$ cat src/rtl/cpu_pkg.sv
// cpu_pkg: shared datapath word width and word type for the CPU arithmetic blocks.
package cpu_pkg;
    localparam int WORD_W = 16;
    typedef logic [WORD_W-1:0] word_t;
endpackage

$ cat src/rtl/add16_registered_if.sv
// add16_registered_if: operand/result bundle between the datapath and the registered adder.
interface add16_registered_if;
    import cpu_pkg::*;
    logic  in_valid;
    word_t a;
    word_t b;
    word_t out;
    logic  cout;
    logic  out_valid;
    modport master (output in_valid, a, b, input out, cout, out_valid);
    modport slave (input in_valid, a, b, output out, cout, out_valid);
endinterface

$ cat src/rtl/full_adder.sv
// full_adder: single-bit full adder cell used to build the ripple-carry chain.
module full_adder (
    input  logic a,
    input  logic b,
    input  logic cin,
    output logic sum,
    output logic carry
);
    assign sum   = a ^ b ^ cin;
    assign carry = (a & b) | (cin & (a ^ b));
endmodule

$ cat src/rtl/add16_registered.sv
// add16_registered: ripple-carry unsigned adder with sum, carry and valid registered on clk.
module add16_registered
    import cpu_pkg::*;
#(
    parameter int WIDTH = WORD_W
) (
    input  logic              clk,
    input  logic              rst_n,
    add16_registered_if.slave bus
);
    logic [WIDTH-1:0] w_sum;
    logic [WIDTH:0]   w_carry;
    logic [WIDTH-1:0] r_sum;
    logic             r_cout;
    logic             r_valid;

    assign w_carry[0] = 1'b0;

    for (genvar i = 0; i < WIDTH; i++) begin : g_fa
        full_adder u_fa (
            .a     (bus.a[i]),
            .b     (bus.b[i]),
            .cin   (w_carry[i]),
            .sum   (w_sum[i]),
            .carry (w_carry[i+1])
        );
    end

    // Capture only on in_valid so idle-cycle operands (possibly X) never reach the result.
    always_ff @(posedge clk or negedge rst_n) begin
        if (!rst_n) begin
            r_sum   <= '0;
            r_cout  <= 1'b0;
            r_valid <= 1'b0;
        end else begin
            r_valid <= bus.in_valid;
            if (bus.in_valid) begin
                r_sum  <= w_sum;
                r_cout <= w_carry[WIDTH];
            end
        end
    end

    assign bus.out       = r_sum;
    assign bus.cout      = r_cout;
    assign bus.out_valid = r_valid;
endmodule

$ cat src/flat_wrapper.sv
// flat-port wrapper written by rule: the top's interface ports become plain ports
module add16_registered_flat import cpu_pkg::*;
#(
    parameter int WIDTH = WORD_W
)
  (clk, rst_n, bus_in_valid, bus_a, bus_b, bus_out, bus_cout, bus_out_valid);
  add16_registered_if bus_i ();
  input  logic clk;
  input  logic rst_n;
  input wire logic [$bits(bus_i.in_valid)-1:0] bus_in_valid;
  input wire logic [$bits(bus_i.a)-1:0] bus_a;
  input wire logic [$bits(bus_i.b)-1:0] bus_b;
  output wire logic [$bits(bus_i.out)-1:0] bus_out;
  output wire logic [$bits(bus_i.cout)-1:0] bus_cout;
  output wire logic [$bits(bus_i.out_valid)-1:0] bus_out_valid;
  assign bus_i.in_valid = bus_in_valid;
  assign bus_i.a = bus_a;
  assign bus_i.b = bus_b;
  assign bus_out = bus_i.out;
  assign bus_cout = bus_i.cout;
  assign bus_out_valid = bus_i.out_valid;
  add16_registered #(.WIDTH(WIDTH)) u_core (.clk(clk), .rst_n(rst_n), .bus(bus_i));
endmodule
$ cat config.mk
export PLATFORM = sky130hd
export DESIGN_NAME = add16_registered_flat
export DESIGN_NICKNAME = d
export VERILOG_FILES = /design/src/rtl/cpu_pkg.sv /design/src/rtl/add16_registered_if.sv /design/src/rtl/full_adder.sv /design/src/rtl/add16_registered.sv /design/src/flat_wrapper.sv
export SDC_FILE = /design/constraint.sdc
export NUM_CORES = 1
export LEC_CHECK = 0
export CAP_MARGIN = 15
export CORE_UTILIZATION = 30
export CTS_CLUSTER_DIAMETER = 60
export CTS_CLUSTER_SIZE = 24
export DETAILED_ROUTE_END_ITERATION = 10
export DONT_BUFFER_PORTS = 1
export PLACE_DENSITY = 0.54
export SLEW_MARGIN = 5
export SYNTH_ARGS = -nofsm -noshare
export SYNTH_HDL_FRONTEND = slang
export SYNTH_SLANG_ARGS = --single-unit
$ cat constraint.sdc
create_clock -name clk -period 1.6 [get_ports clk]
set_clock_uncertainty 0.2 [all_clocks]
set_input_delay 0.24 -clock clk [delete_from_list [all_inputs] [get_ports clk]]
set_output_delay 0.24 -clock clk [all_outputs]
set_load 0.01 [all_outputs]
==> impl_metrics.env <==
export IMPL_gr_usage_met2=0.1852
export IMPL_synth_nets=114
export IMPL_crit_family="adder cells"
export IMPL_row_count=20
export IMPL_tightest_slew_ns=0.8082
export IMPL_grt_pass1_wl_um=2587
export IMPL_worst_r2r_cell_count=1
export IMPL_grtUsageMet3=0.05970
export IMPL_setup_violations=14
export IMPL_ys_seq_area_frac=0.4380
export IMPL_worst_path_stages=20
export IMPL_grt_pass1_vias=560
export IMPL_dp_hpwl_um=1308
export IMPL_dr_pass1_iters=2
export IMPL_fmax_ghz=0.1736
export IMPL_crit_path_end_kind="register"
export IMPL_drv_slew=0
export IMPL_crit_top_cell="fa_2"
export IMPL_final_setup_worst_slack_ns=-4.161
export IMPL_dieArea_um2=3666
export IMPL_syn_instance_count=63
export IMPL_grt_setup_unrepaired="yes"
export IMPL_criticalPathCategory="input port to register"
export IMPL_critPathBufInv=3
export IMPL_synth_cell_types=11
export IMPL_routedWlPerCell_um=14.68
export IMPL_cts_htree_levels=1
export IMPL_synth_area_um2=1028
export IMPL_grt_overflow=0
export IMPL_fin_crit_sh=3.601
export IMPL_crit_arrival_ns=5.79
export IMPL_met1_usage=0.1030
export IMPL_min_path_type="input port to register"
export IMPL_p_per_area_nw_per_um2=1007
export IMPL_antenna_found_initial=0
export IMPL_place_gp_congestion=0.6049
export IMPL_max_slew_margin=0.4594
export IMPL_grt_max_degree=21
export IMPL_p_leak_nw=0.5050
export IMPL_path_clk_slew_ns=0.11
export IMPL_boundaryPins=53
export IMPL_cts_sinks=18
export IMPL_ant_nets=0
export IMPL_instances_no_fill=113
export IMPL_dr_total_vias=511
export IMPL_worstPathCellList="ha_4 > fa_2 > fa_2 > fa_2 > fa_2 > fa_2 > fa_2 > fa_2 > fa_2 > inv_2 > fa_2 > inv_2 > fa_2 > fa_2 > fa_2 > fa_2 > fa_2 > inv_2 > fa_1 > a21oi_2"
export IMPL_hold_violations=0
export IMPL_tritoncts="yes"
export IMPL_layout_min_cycle_time_ns=5.761
export IMPL_initial_core_util=0.3262
export IMPL_insertion_delay_ns=0.29
export IMPL_drive_gt1_frac=0.5507
export IMPL_r2r_slack_ns=0.58
export IMPL_core_area_um2=3153
export IMPL_cp_start_kind="input port"
export IMPL_io_buffers=0
export IMPL_grt_usage=0.09991
export IMPL_detail_route_iter0_violations=1
export IMPL_diodes=0
export IMPL_die_w_um=60.55
export IMPL_place_ws_ns=-4.495
export IMPL_hold_depth=3
export IMPL_drt_vias_per_instance=4.522
export IMPL_cp_slowest_cell="fa_1"
export IMPL_fillCellCount=319
export IMPL_status="finished, violations left"
export IMPL_ir_drop_mv=0.3961
export IMPL_violations="setup timing"
export IMPL_area_growth_pct=17.15
export IMPL_required_ns=1.63
export IMPL_cts_setup_buffers=0
export IMPL_critPathMaxStageDelay_ns=0.41
export IMPL_synth_seq_cells=18
export IMPL_yosys_warnings=0
export IMPL_cts_root_buf="clkbuf_4"
export IMPL_numCtsBuffers=3
export IMPL_max_cap_violations=0
export IMPL_hold_slack_ns=0.06087
export IMPL_fin_setup_tns_ns=-32.13
export IMPL_finish_utilization=0.3821
export IMPL_grt_most_used_layer="met2"
export IMPL_max_clock_path_buffers=2
export IMPL_nets=121
export IMPL_placed_cells=105
export IMPL_worstPathMaxFanout=1
export IMPL_die_h_um=60.55
export IMPL_drcViolationCount=0
export IMPL_wirelength_um=1659
export IMPL_synth_avg_cell_area_um2=16.33
flip-flops by register name, summed over array words and instances (netlist names):
| register | count |
|---|---|
| u_core.bus.out | 16 |
| u_core.bus.out_valid | 1 |
| u_core.bus.cout | 1 |
final cells by class:
type | count | area (µm²) | area share
clock buffers | 4 | 36.28 | 0.03011
flip-flops and latches | 18 | 450.4 | 0.3738
multi-input cells | 35 | 583.1 | 0.4839
inverters | 8 | 30.03 | 0.02492
well taps | 44 | 55.05 | 0.04569
repair buffers | 4 | 50.05 | 0.04154
worst paths after layout:
path                                      end          startpoint
setup / recovery           u_core.bus.out[15]            bus_b[0]
hold / removal                u_core.bus.cout           bus_b[15]
setup reg to reg           u_core.bus.out[11]  u_core.bus.out[11]
hold reg to reg             u_core.bus.out[3]   u_core.bus.out[3]
max in group asynchronous   u_core.bus.out[5]               rst_n
min in group asynchronous  u_core.bus.out[13]               rst_n
placed cells by master (no fill, tap or decap):
master,count
ha_4,1
dlygate4sd3_1,3
fa_2,14
mux2_2,5
clkbuf_4,3
a21oi_2,1
mux2i_1,1
inv_1,5
dfrtp_1,18
a21oi_1,1
buf_12,1
clkbuf_8,1
mux2_4,9
nor2_1,2
fa_1,1
inv_2,3
where the power goes:
part           switching (mW)  total, mW  leakage (nW)  internal [mW]
clock                   0.141      0.279        0.0210          0.138
sequential              0.115      0.669         0.209          0.554
combinational          0.0939      0.264         0.275          0.171
total                   0.350       1.21         0.505          0.863
layer usage:
metal  vias to the layer above  routed length [µm]  part of all wire
li1                        214                   -                 -
met1                       267                 614              0.37
met2                        30                 907              0.55
met3                         0                 137             0.083
met4                         0                   0                 0
met5                         -                   0                 0
per-stage QoR:
| stage | total power, mW | cell area [µm²] |
|---|---|---|
| detailed placement | 0.9020 | 1104 |
| global route | 1.306 | 1205 |
| global placement | 0.8881 | 1104 |
| finish | 1.213 | 1205 |
| floorplan | 0.8620 | 1080 |
| CTS | 1.222 | 1174 |
logic make-up (layout without fill, tap and decap cells):
group / after synthesis / in the layout / share of synthesized area
adders and majority gates: 16 / 16 / 0.3041
buffers and inverters: 10 / 16 / 0.05961
and+or+nand+nor: 2 / 2 / 0.007302
AOI/OAI and AO/OA: 2 / 2 / 0.009733
DFF: 18 / 18 / 0.4380
muxes: 15 / 15 / 0.1813
timing repair:
action                     4_1_cts  5_1_grt
setup endpoints to repair       14       16
resized for setup                1        3
hold buffers                     3        3
hold endpoints to repair        36       18
Yosys cell counts:
| library cell | number | area [µm²] |
|---|---|---|
| a21oi_1 | 2 | 10.01 |
| buf_12 | 1 | 20.02 |
| buf_6 | 1 | 11.26 |
| dfrtp_1 | 18 | 450.4 |
| fa_1 | 15 | 300.3 |
| ha_1 | 1 | 12.51 |
| inv_1 | 8 | 30.03 |
| mux2_2 | 9 | 101.4 |
| mux2_4 | 5 | 75.07 |
| mux2i_1 | 1 | 10.01 |
| nor2_1 | 2 | 7.510 |
No activity file was read; power rests on OpenSTA's default activity.
